File: src/rtl/audio_pkg.sv
// Shared definitions for the audio beep controller.
//   state_t       : controller state (IDLE, PLAY)
//   PWM_W         : PWM counter / amplitude width
//   DEF_*         : default parameter values (25 MHz clock)
//   cnt_w()       : counter width needed to hold values 0..n-1 (minimum 1)
package audio_pkg;

    typedef enum logic {
        IDLE = 1'b0,
        PLAY = 1'b1
    } state_t;

    localparam int PWM_W         = 8;

    localparam int DEF_HALF_PER  = 12500;
    localparam int DEF_BEEP_CYC  = 2500000;
    localparam int DEF_AMP       = 192;
    localparam int DEF_DECAY_DIV = 9766;

    function automatic int cnt_w(input int n);
        return (n > 1) ? $clog2(n) : 1;
    endfunction

endpackage

File: src/rtl/audio_pwm.sv
// 8-bit PWM generator: free-running counter compared against a level.
//   clk   : clock, rising edge
//   reset : synchronous, active-high; clears counter and output
//   level : high count out of 256 (0 gives constant low)
//   pwm   : registered PWM output, one cycle behind level
module audio_pwm
    import audio_pkg::*;
(
    input  logic             clk,
    input  logic             reset,
    input  logic [PWM_W-1:0] level,
    output logic             pwm
);

    logic [PWM_W-1:0] pwm_cnt;

    always_ff @(posedge clk) begin
        if (reset) begin
            pwm_cnt <= '0;
            pwm     <= 1'b0;
        end else begin
            pwm_cnt <= pwm_cnt + 1'b1;
            pwm     <= (pwm_cnt < level);
        end
    end

endmodule

File: src/rtl/audio_controller.sv
// Beep controller: a hit starts (or extends) a fixed-length burst of a
// square-wave tone, rendered as PWM on audioOut.
//   clk      : clock, rising edge
//   reset    : synchronous, active-high
//   hit      : level-sensitive trigger; any high cycle starts/extends a burst
//   chSel    : channel select, tied 0
//   audioOut : registered PWM audio
//   audioEn  : amplifier enable, high while a burst plays
// Optional build macro AUDIO_DECAY_EN: amplitude decays by one step every
// DECAY_DIV cycles of a burst, saturating at 0.
//
// state | meaning
// IDLE  | silent, waiting for hit
// PLAY  | burst playing; tone running, burst counter counting down
module audio_controller
    import audio_pkg::*;
#(
    parameter int HALF_PER  = DEF_HALF_PER,
    parameter int BEEP_CYC  = DEF_BEEP_CYC,
    parameter int AMP       = DEF_AMP,
    parameter int DECAY_DIV = DEF_DECAY_DIV
) (
    input  logic clk,
    input  logic reset,
    input  logic hit,
    output logic chSel,
    output logic audioOut,
    output logic audioEn
);

    localparam int BW = cnt_w(BEEP_CYC);
    localparam int TW = cnt_w(HALF_PER);

    localparam logic [BW-1:0]    BURST_LOAD = BW'(BEEP_CYC - 1);
    localparam logic [TW-1:0]    TONE_LAST  = TW'(HALF_PER - 1);
    localparam logic [PWM_W-1:0] AMP_LOAD   = PWM_W'(AMP);

    state_t           state;
    logic [BW-1:0]    burst_cnt;
    logic [TW-1:0]    tone_cnt;
    logic             phase;
    logic [PWM_W-1:0] amp;
    logic [PWM_W-1:0] level;

`ifdef AUDIO_DECAY_EN
    localparam int            DW         = cnt_w(DECAY_DIV);
    localparam logic [DW-1:0] DECAY_LAST = DW'(DECAY_DIV - 1);
    logic [DW-1:0] decay_cnt;
`else
    logic unused_decay_div;
    assign unused_decay_div = (DECAY_DIV != 0);
`endif

    always_ff @(posedge clk) begin
        if (reset) begin
            state     <= IDLE;
            burst_cnt <= '0;
            tone_cnt  <= '0;
            phase     <= 1'b0;
            amp       <= '0;
`ifdef AUDIO_DECAY_EN
            decay_cnt <= '0;
`endif
        end else begin
            case (state)
                IDLE: begin
                    if (hit) begin
                        state     <= PLAY;
                        burst_cnt <= BURST_LOAD;
                        tone_cnt  <= '0;
                        phase     <= 1'b1;
                        amp       <= AMP_LOAD;
`ifdef AUDIO_DECAY_EN
                        decay_cnt <= '0;
`endif
                    end
                end
                PLAY: begin
                    if (tone_cnt == TONE_LAST) begin
                        tone_cnt <= '0;
                        phase    <= ~phase;
                    end else begin
                        tone_cnt <= tone_cnt + 1'b1;
                    end
`ifdef AUDIO_DECAY_EN
                    if (decay_cnt == DECAY_LAST) begin
                        decay_cnt <= '0;
                        if (amp != '0)
                            amp <= amp - 1'b1;
                    end else begin
                        decay_cnt <= decay_cnt + 1'b1;
                    end
`endif
                    // Retrigger takes priority over the end of burst, and its
                    // amplitude reload overrides any decay step on this edge.
                    if (hit) begin
                        burst_cnt <= BURST_LOAD;
                        amp       <= AMP_LOAD;
`ifdef AUDIO_DECAY_EN
                        decay_cnt <= '0;
`endif
                    end else if (burst_cnt == '0) begin
                        state <= IDLE;
                    end else begin
                        burst_cnt <= burst_cnt - 1'b1;
                    end
                end
            endcase
        end
    end

    assign level   = (state == PLAY && phase) ? amp : '0;
    assign audioEn = (state == PLAY);
    assign chSel   = 1'b0;

    audio_pwm u_pwm (
        .clk   (clk),
        .reset (reset),
        .level (level),
        .pwm   (audioOut)
    );

endmodule

File: config.mk
export PLATFORM = sky130hd
export DESIGN_NAME = audio_controller
export DESIGN_NICKNAME = d
export VERILOG_FILES = /design/src/rtl/audio_pkg.sv /design/src/rtl/audio_pwm.sv /design/src/rtl/audio_controller.sv
export SDC_FILE = /design/constraint.sdc
export NUM_CORES = 1
export LEC_CHECK = 0
export BUFFER_PORTS_ARGS = -buffer_cell sky130_fd_sc_hd__buf_2
export CORE_ASPECT_RATIO = 1.2
export CORE_MARGIN = 4
export CORE_UTILIZATION = 33
export DETAILED_ROUTE_END_ITERATION = 8
export SLEW_MARGIN = 20
export SYNTH_ARGS = -nofsm -noshare
export SYNTH_HDL_FRONTEND = slang
export SYNTH_HIERARCHICAL = 1
export SYNTH_SLANG_ARGS = --single-unit
File: constraint.sdc
create_clock -name clk -period 2.54 [get_ports clk]
set_clock_uncertainty 0.15 [all_clocks]
set_input_delay 0.127 -clock clk [delete_from_list [all_inputs] [get_ports clk]]
set_output_delay 0.127 -clock clk [all_outputs]
set_load 0.01 [all_outputs]
* Word-level counts from Yosys, hierarchy flattened
Index checks and enable logic that the tools add are counted.
** Cells by class
- Bitwise logic cells :: 2
- Muxes and demuxes :: 16
- Eq/ne operators :: 4
- $add $sub $neg :: 3
- $lt $le $gt $ge :: 1
- Reductions and logical operators :: 4
** Operator list (count)
- 2-to-1 mux 22 bit :: 3
- case mux 22 bit (2 select lines) :: 1
- 2-to-1 mux 14 bit :: 2
- case mux 14 bit (2 select lines) :: 1
- zero test 22 bit :: 1
- subtractor 22 x 1 -> 22 bit, second input constant :: 1
- 2-to-1 mux 8 bit :: 2
- adder 14 x 1 -> 14 bit, second input constant :: 1
- == test 14 bit, second input constant :: 1
- adder 8 x 1 -> 8 bit, second input constant :: 1
- < comparator 8 bit :: 1
- 2-to-1 mux 1 bit :: 5
- case mux 1 bit (2 select lines) :: 2
- AND reduction 2 bit :: 2
- inequality test 3 bit, second input constant :: 1
- inequality test 2 x 1 -> 1 bit, second input constant :: 1
- inequality test 2 bit, second input constant :: 1
- inverter 1 bit :: 2
- logical AND 1 bit :: 1
** Storage, ports and cells
- Flip-flop bits (word level) :: 55
- Output and inout bits :: 3
- Bits of input ports :: 3
- Word-level logic and storage cells :: 37

* Depth between registers and ports, before layout
Gate-level depths: netlist of run 1.
- Depth in word-level cells :: 4
- Mapped depth :: 8
- Depth with buffers taken out :: 7

* By module
Netlist of run 1, hierarchy kept.
** Modules (own cells, without submodules)
- audio_controller :: area each 2006.9 µm², sequential area each 780.7 µm², times used 1, cells each 233
- audio_pwm :: area each 499.2 µm², sequential area each 180.2 µm², times used 1, cells each 56

* Least setup slack after synthesis of run 1
No wires, ideal clock.
- Kind :: register to register
- Start point :: reg burst_cnt[0]
- End point :: reg burst_cnt[9]
- Stages on the path, launching flop included :: 9
- Arrival :: 1.691 ns
- Library setup time :: 0.128 ns
- Path buffers :: 1
- Slack :: 0.571 ns
- Cell sequence :: dfxtp_1 > inv_1 > ha_1 > nor2b_1 > and4b_1 > buf_4 > a2111oi_2 > xnor2_1 > nor2_1
** Between the ends
- Word-level cells in the longest chain between the ends :: 4
** Ends and longest elaborated chain
- from (decl) :: line audio_controller.sv:39 : logic [BW-1:0] burst_cnt;
- from (signal assigned) :: line audio_controller.sv:105 : burst_cnt <= burst_cnt - 1'b1;
- subtractor 22 x 1 -> 22 bit :: line audio_controller.sv:105
- 2-to-1 mux 22 bit :: line audio_controller.sv:102 : end else if (burst_cnt == '0) begin
- 2-to-1 mux 22 bit :: line audio_controller.sv:96 : if (hit) begin
- case mux 22 bit (2 select lines) :: line audio_controller.sv:65 : case (state)
Parallel ways exist; a longest one is shown, timed or not. The select of a mux whose other input is x is not followed.
A chain may end at the register's enable or synchronous reset.

* Worst setup path after layout of run 1
- Start point :: reg burst_cnt[17]
- End point :: reg burst_cnt[21]
The elaborated chain is that of the path after synthesis.

==> results of run 1 <==
-- synthesized netlist by cell type, drive strengths merged --
cell type and number:
dfxtp 48, nor2 29, a21oi 24, nand2 20
xnor2 17, nand3 16, inv 15, a211oi 10
ha 10, nor3 10, a311oi 8, buf 7
clkbuf 7, o21ai 6, or3 6, a2111oi 5
nor2b 5, nor4 5, or4 4, a41oi 3
and3 3, nand4 3, a22oi 2, a31oi 2
and4b 2, mux2i 2, nor3b 2, o211ai 2
or2 2, xor2 2, a211o 1, a41o 1
and2 1, and4 1, conb 1, mux2 1
nand2b 1, nor4b 1, nor4bb 1, o2111a 1
o21ba 1, o31ai 1
-- worst max-delay path, stage by stage (launching register included) --
cell and delay [ns]:
dfxtp_1 0.36, nor4_1 0.45, and4b_1 0.58, nor3_1 0.18, a211oi_1 0.27, nor2_1 0.07
-- cell type report --
cell class,instances,area [sq um]
clock inverters,3,90.1
clock buffers,5,68.8
flip-flops and latches,48,961
inverters,15,56.3
well taps,90,113
repair buffers,10,67.6
fillers,772,4520
multi-input cells,218,1440
-- final timing paths --
check / startpoint / endpoint / slack [ns]
hold / removal: reset / u_pwm/pwm_cnt[0] / 0.05
setup reg to reg: burst_cnt[17] / burst_cnt[21] / 0.38
setup / recovery: burst_cnt[17] / burst_cnt[21] / 0.38
hold reg to reg: amp[6] / amp[6] / 0.33
-- power breakdown --
part	leakage (uW)	total, uW	internal (uW)	switching [uW]
clock network	0.0000784	749	492	257
logic	0.000468	176	71.1	105
registers	0.000393	814	780	34.1
-- kinds of logic after synthesis --
logic type | Yosys count | synth area share
compound gates | 67 | 0.193
xor+xnor | 19 | 0.0664
fa+ha+maj | 10 | 0.0499
buf+inv | 29 | 0.0494
flops | 48 | 0.383
mux | 3 | 0.0125
other cells | 1 | 0.00150
simple gates | 112 | 0.244
-- per-stage QoR --
step | utilization | setup slack [ns]
2_1_floorplan | - | 0.571
3_3_place_gp | 0.360 | 0.416
3_5_place_dp | 0.360 | 0.423
4_1_cts | 0.383 | 0.411
5_1_grt | 0.383 | 0.231
6_report | 0.383 | 0.380
-- layer usage --
metal	share of wire	vias to the layer above	track usage
met4	0.010	0	0.0307
met2	0.47	13	0.201
met3	0.023	5	0.0238
li1	-	1068	-
met5	0	-	0
met1	0.50	967	0.154
-- registers in the layout, indices dropped and copies added (netlist names) --
name,count
audioEn,1
burst_cnt,22
u_pwm/pwm_cnt,8
u_pwm/pwm,1
tone_cnt,14
amp,1
phase,1
-- what timing repair did --
item / CTS / global route
gates resized for setup: 0 / 0
hold buffers: 1 / 0
endpoints found under the hold margin: 1 / 0
==> run summary, run 1 <==
status: finished, final reports clean
Total Wirelength: 4910 um
vias: 2053
drt pass-1 iters: 4
Area Overhead vs Synth: 11.7%
Iter 0 DRT Violations: 93
setup TNS after final layout: 0 ns
final hold vios: 0
CP Data Required Time: 2.59 ns
Arrival @ worst endpoint: 2.21 ns
Root Driver: clkbuf_8
hold slack: 0.0503 ns
Synth area leader: dfxtp_1
drt wl/cell: 12.6 um
Leak: 0.000940 uW
Post-CTS Setup Repair Bufs: 0
most common cell after layout, fill and taps aside: dfxtp_1
# nets final: 311
clk slew on worst S/H paths: 0.09 ns
placed standard-cell area: 0.00263 sq mm
largest net degree at the start of global routing: 24
RSZ-0062 raised after global routing: no
Worst setup SP type: register
Layout Cells excl Fill: 389
most frequent cells in the layout: dfxtp_1 (48), nor2_1 (29), a21oi_1 (23), nand2_1 (19), xnor2_1 (17)
Post-DRT Antenna Nets: 0
n_diodes: 0
total power: 1740 uW
initial core utilization: 0.343
ranking of synthesized cells by area: dfxtp_1 (38%), xnor2_1 (5.9%), ha_1 (5.0%)
minimum clock period: 2.16 ns
Fmax achieved: 463 MHz
dpl hpwl: 3450 um
Worst-Skew Late Latency: 0.30 ns
I/O pins: 6
Core Area: 0.00732 sq mm
# rows: 34
Placed Cells: 380
syn_area_per_cell: 8.67 sq um
first-pass GRT wire length: 8690 um
synth unique cells: 55
initial antenna violation count: 0
clock sink count: 48
worst r2r path cells: 5
CP max FO: 11
H-Tree Depth: 2
Least-Margin Pin Slew: 0.614 ns
TritonCTS clock tree: done
Yosys warning total: 6
critical path type: register to register
max_slew headroom: 0.591
# port buffers: 4
max-slew violations: 0
Hold Crit Class: input port to register
final instance area: 0.00280 sq mm
die area: 0.00906 sq mm
Total GRT Usage: 0.119
CTS buffer count: 5
Synth top area share: 0.383
detailed-route DRC error count: 0
Post-Synthesis Cells: 289
period utilization: 0.850
CTS Buffer Depth: 2
final-report setup violation count: 0
PwrDens: 621 mW/mm^2
Seq/Total Area, Yosys: 0.383
share of cells above drive strength 1: 0.107
vias in the first global route: 1890
Final GP Congestion: 0.790
vias per inst: 5.28
DIE WIDTH: 87.6 um
GR Overflow Total: 0
Syn Std Cell Area: 0.00251 sq mm
hold path cells: 2
peak supply drop: 368 uV
Die Ht: 103 um
max-cap violations: 0
synthesized flop and latch total: 48
Crit. End Element: register
Power figures use the tool's default switching activity.
==> run 2, diff against run 1 <==
Settings changed: ABC_CLOCK_PERIOD_IN_PS set to 2400.
Clock period 2.54 ns to 2.4 ns, I/O delays scaled along.
==> run summary, run 2 (synthesized netlist as in run 1, its figures left out) <==
vias: 2080 (+1.3%)
most flop-heavy register: burst_cnt
I/O pins: 6 (unchanged)
Worst Path Buf+Inv: 0 (unchanged)
CTS buffer count: 5 (unchanged)
clk slew on worst S/H paths: 0.09 ns (about the same)
Total Wirelength: 4870 um (-0.73%)
RSZ-0062 raised after global routing: no
vias in the first global route: 1897 (+0.37%)
CP Data Required Time: 2.44 ns (-0.15 ns)
r2r startpoint: burst_cnt[17]
Layout Cells excl Fill: 390 (+0.26%)
final hold vios: 0 (unchanged)
placed standard-cell area: 0.00264 sq mm (+0.29%)
Total GRT Usage: 0.114 (-0.00450)
CP max FO: 11 (unchanged)
Fmax achieved: 462 MHz (-0.16%)
status: finished, final reports clean
# port buffers: 4 (unchanged)
drt wl/cell: 12.5 um (-0.99%)
critical path type: register to register
P_int: 1130 uW (-16%)
Worst setup SP type: register
RR Endpoint: burst_cnt[21]
worst path cell trace: nor4_1, and4b_1, nor3_1, a211oi_1, nor2_1
most frequent cells in the layout: dfxtp_1 (48), nor2_1 (29), a21oi_1 (23), nand2_1 (19), xnor2_1 (17)
clock sink count: 48 (unchanged)
dpl hpwl: 3500 um (+1.3%)
Core Area: 0.00732 sq mm (unchanged)
vias per inst: 5.33 (+1.1%)
final instance area: 0.00274 sq mm (-2.1%)
final-report setup violation count: 0 (unchanged)
share of cells above drive strength 1: 0.110 (+0.00298)
Worst path max stage delay: 0.58 ns (about the same)
worst r2r path cells: 5 (unchanged)
Seq pwr share: 0.559 (+0.091)
initial antenna violation count: 0 (unchanged)
part of the power in combinational logic: 0.121 (+0.020)
Least-Margin Pin Slew: 0.609 ns (-0.00545 ns)
Leak: 0.000918 uW (-2.4%)
Worst-Skew Late Latency: 0.30 ns (about the same)
Iter 0 DRT Violations: 85 (-8.6%)
minimum clock period: 2.16 ns (+0.00348 ns)
Top delay family on crit path: simple AND/OR/NAND/NOR gates
initial core utilization: 0.343 (unchanged)
max_slew headroom: 0.594 (+0.00363)
hold path cells: 2 (unchanged)
drt pass-1 iters: 4 (unchanged)
# rows: 34 (unchanged)
TritonCTS clock tree: done
Sw Pwr: 408 uW (+2.8%)
max reg flops: 22 (unchanged)
Arrival @ worst endpoint: 2.20 ns (about the same)
detailed-route DRC error count: 0 (unchanged)
# nets final: 312 (+0.32%)
Hold Crit Class: input port to register
Net Sw Frac: 0.265 (+0.0368)
hold endpoint: burst_cnt[8]
period utilization: 0.901 (+0.0511)
max-slew violations: 0 (unchanged)
setup TNS after final layout: 0 ns (unchanged)
max-cap violations: 0 (unchanged)
Filler Cell Count: 756 (-2.1%)
peak supply drop: 353 uV (-4.0%)
n_diodes: 0 (unchanged)
Die Ht: 103 um (unchanged)
Placed Cells: 381 (+0.26%)
total power: 1540 uW (-11%)
first-pass GRT wire length: 8470 um (-2.6%)
Largest regs: burst_cnt x22, tone_cnt x14, u_pwm/pwm_cnt x8
die area: 0.00906 sq mm (unchanged)
Crit. End Element: register
Clock power frac: 0.320 (-0.111)
hold slack: 0.0363 ns (-0.0140 ns)
GR Overflow Total: 0 (unchanged)
reg2reg setup slack: 0.24 ns (-0.14 ns)
hold path startpoint: reset
H-Tree Depth: 2 (unchanged)
Area Overhead vs Synth: 9.39%
most common cell after layout, fill and taps aside: dfxtp_1
PwrDens: 562 mW/mm^2 (-9.6%)
slowest stage cell on the critical path: and4b_1
DIE WIDTH: 87.6 um (unchanged)
Root Driver: clkbuf_8
Final GP Congestion: 0.785 (-0.71%)
largest net degree at the start of global routing: 28 (+17%)
Post-DRT Antenna Nets: 0 (unchanged)
CTS Buffer Depth: 2 (unchanged)
run 2: cell types whose count changed in the layout (fill, tap and decap cells not counted), sizes merged:
cell	previous run	this run
buf	9	10
clkbuf	5	6
clkinv	0	2
bufinv	3	0
run 2: power groups by stage:
stage	sequential (uW)	combinational, uW	clock (uW)
2_1_floorplan	872	149	0
3_3_place_gp	880	183	0
3_5_place_dp	880	185	0
4_1_cts	862	187	520
5_1_grt	867	211	546
6_report	862	186	493
run 2: worst register-to-register path, cell delays in order (launching register included):
cell      delay (ns)
dfxtp_1         0.36
nor4_1          0.45
and4b_1         0.58
nor3_1          0.18
a211oi_1        0.26
nor2_1          0.07
run 2: how the worst max path moves through the flow:
| stage | slack, ns | depth (start not counted) | from | to |
|---|---|---|---|---|
| after global placement | 0.31 | 7 | burst_cnt[0] | burst_cnt[5] |
| after detailed placement | 0.26 | 5 | burst_cnt[17] | burst_cnt[21] |
| after floorplan | 0.43 | 8 | burst_cnt[0] | burst_cnt[9] |
| final | 0.24 | 5 | burst_cnt[17] | burst_cnt[21] |
| after CTS | 0.25 | 5 | burst_cnt[17] | burst_cnt[21] |
| after global routing | 0.1 | 5 | burst_cnt[17] | burst_cnt[7] |
run 2: routing by layer:
layer	up-vias	wire length [um]	GRT usage
li1	1068	-	-
met1	977	2340	0.141
met2	29	2320	0.193
met3	6	142	0.0222
met4	0	64	0.0484
met5	-	0	0
run 2: timing repair:
action | 4_1_cts | 5_1_grt
hold buffers | 1 | 0
endpoints found under the hold margin | 2 | 0
buffers inserted | 0 | 0
resized for setup | 0 | 0
setup endpoints to repair | 0 | 0
run 2: cell type report:
| class | count | area (sq um) | share of cell area |
|---|---|---|---|
| Inverter | 15 | 56.3 | 0.0205 |
| Sequential cell | 48 | 961 | 0.351 |
| Tap cell | 90 | 113 | 0.0411 |
| Timing Repair Buffer | 11 | 75.1 | 0.0274 |
| Clock inverter | 2 | 10.0 | 0.00365 |
| Clock buffer | 6 | 82.6 | 0.0301 |
| Multi-Input combinational cell | 218 | 1440 | 0.527 |
run 2: per-stage QoR:
step / worst slack, ns / util
finish: 0.237 / 0.375
detailed placement: 0.260 / 0.361
floorplan: 0.431 / -
CTS: 0.249 / 0.375
global placement: 0.311 / 0.361
global route: 0.0953 / 0.375
==> run 3, diff against run 2 <==
Settings changed: ABC_CLOCK_PERIOD_IN_PS 2400 to 2800.
Clock period 2.4 ns to 2.8 ns, I/O delays scaled along.
==> run summary, run 3 (synthesized netlist as in run 1, its figures left out) <==
status: finished, final reports clean
Clock power frac: 0.302 (-0.018)
first-pass GRT wire length: 8700 um (+2.8%)
worst r2r path cells: 7 (+2)
CP Data Required Time: 2.83 ns (+0.39 ns)
vias in the first global route: 1927 (+1.6%)
DIE WIDTH: 87.6 um (unchanged)
drt pass-1 iters: 4 (unchanged)
H-Tree Depth: 2 (unchanged)
max-slew violations: 0 (unchanged)
Post-CTS Setup Repair Bufs: 0 (unchanged)
max-cap violations: 0 (unchanged)
Total GRT Usage: 0.119 (+0.00483)
RR Endpoint: burst_cnt[21]
Net Sw Frac: 0.267 (+0.00197)
hold_buf cts: 0 (-1)
final-report setup violation count: 0 (unchanged)
CTS buffer count: 5 (unchanged)
Fmax achieved: 463 MHz (+0.11%)
r2r startpoint: burst_cnt[0]
initial core utilization: 0.343 (unchanged)
clk slew on worst S/H paths: 0.08 ns (about the same)
Setup WS pre-CTS: 0.678 ns (+0.419 ns)
Resize count post-CTS: 0 (unchanged)
Largest regs: burst_cnt x22, tone_cnt x14, u_pwm/pwm_cnt x8
PwrDens: 477 mW/mm^2 (-15%)
dpl hpwl: 3430 um (-2.0%)
most flop-heavy register: burst_cnt
critical path type: register to register
hold slack: 0.0180 ns (-0.0183 ns)
Iter 0 DRT Violations: 127 (+49%)
setup slack after layout: 0.639 ns (+0.402 ns)
part of the power in combinational logic: 0.120 (about the same)
Hold Crit Class: input port to register
max_slew headroom: 0.560 (-0.0337)
Arrival @ worst endpoint: 2.19 ns (about the same)
die area: 0.00906 sq mm (unchanged)
Leak: 0.000883 uW (-3.8%)
Worst path max stage delay: 0.45 ns (-0.13 ns)
vias per inst: 5.30 (-0.68%)
I/O pins: 6 (unchanged)
setup TNS after final layout: 0 ns (unchanged)
drt wl/cell: 12.7 um (+1.4%)
Area Overhead vs Synth: 7.19%
largest net degree at the start of global routing: 25 (-11%)
Die Ht: 103 um (unchanged)
slowest stage cell on the critical path: nor3_1
# nets final: 307 (-1.6%)
Post-DRT Antenna Nets: 0 (unchanged)
clock sink count: 48 (unchanged)
Final GP Congestion: 0.804 (+2.4%)
vias: 2034 (-2.2%)
P_int: 939 uW (-17%)
hold path cells: 3 (+1)
final hold vios: 0 (unchanged)
share of cells above drive strength 1: 0.0918 (-0.0182)
Core Area: 0.00732 sq mm (unchanged)
hold path startpoint: hit
TritonCTS clock tree: done
Seq pwr share: 0.577 (+0.018)
Root Driver: clkbuf_8
reg2reg setup slack: 0.64 ns (+0.40 ns)
Worst setup SP type: register
most frequent cells in the layout: dfxtp_1 (48), nor2_1 (29), a21oi_1 (23), nand2_1 (19), xnor2_1 (17)
Least-Margin Pin Slew: 0.654 ns (+0.0455 ns)
max reg flops: 22 (unchanged)
Sw Pwr: 341 uW (-16%)
n_diodes: 0 (unchanged)
detailed-route DRC error count: 0 (unchanged)
# rows: 34 (unchanged)
initial antenna violation count: 0 (unchanged)
# port buffers: 4 (unchanged)
CP max FO: 11 (unchanged)
most common cell after layout, fill and taps aside: dfxtp_1
worst path cell trace: inv_1, ha_1, nor2b_1, and4b_1, nor3_1, a41o_1, nor2_1
Total Wirelength: 4860 um (-0.18%)
Worst-Skew Late Latency: 0.30 ns (about the same)
period utilization: 0.772 (-0.130)
minimum clock period: 2.16 ns (-0.00227 ns)
RSZ-0062 raised after global routing: no
Crit. End Element: register
peak supply drop: 235 uV (-34%)
hold endpoint: amp[6]
GR Overflow Total: 0 (unchanged)
CTS Buffer Depth: 2 (unchanged)
## run 3: power by group through the flow
stage / Clock, uW / Combinational (uW) / Sequential (uW)
floorplan: 0 / 128 / 748
global placement: 0 / 152 / 756
detailed placement: 0 / 155 / 756
CTS: 408 / 156 / 740
global route: 438 / 176 / 745
finish: 387 / 154 / 739
## run 3: final cells by class
cell class                 instances  area, sq um
clock inverter                     1         5.00
multi-input combinational        218         1440
clock buffer                       6         72.6
sequential                        48          961
inverter                          15         56.3
fill                             781         4630
tap                               90          113
timing repair buffer               6         35.0
## run 3: how the worst max path moves through the flow
stage                        startpoint       endpoint  slack (ns)  cells past startpoint
after floorplan            burst_cnt[0]   burst_cnt[9]        0.83                      8
after CTS                  burst_cnt[0]  burst_cnt[17]        0.63                      7
after global placement     burst_cnt[0]  burst_cnt[21]        0.68                      7
final                      burst_cnt[0]  burst_cnt[21]        0.64                      7
after global routing      burst_cnt[17]  burst_cnt[21]        0.44                      5
after detailed placement   burst_cnt[0]  burst_cnt[17]        0.68                      7
## run 3: critical path, delay by kind of cell, from the launching register on
kind	cells	cell delay [ns]
AND/OR/NAND/NOR	4	0.98
adder cells (fa/ha/maj)	1	0.22
AO/OA/AOI/OAI	1	0.23
buffers and inverters	1	0.06
flip-flops	1	0.40
## run 3: per-layer routing
metal  up-vias  share of wire  global-route usage
met5         -              0                   0
met4         0          0.016              0.0366
met3         9          0.027              0.0285
met2        21           0.46               0.197
met1       940           0.50               0.153
li1       1064              -                   -
## run 3: metrics by stage
step           total power (uW)  instance area [sq um]  instances  utilization
3_5_place_dp                911                   2610        377        0.357
3_3_place_gp                908                   2610        377        0.357
6_report                   1280                   2690        384        0.367
5_1_grt                    1360                   2690        384        0.367
2_1_floorplan               876                   2530        295            -
4_1_cts                    1300                   2690        384        0.367
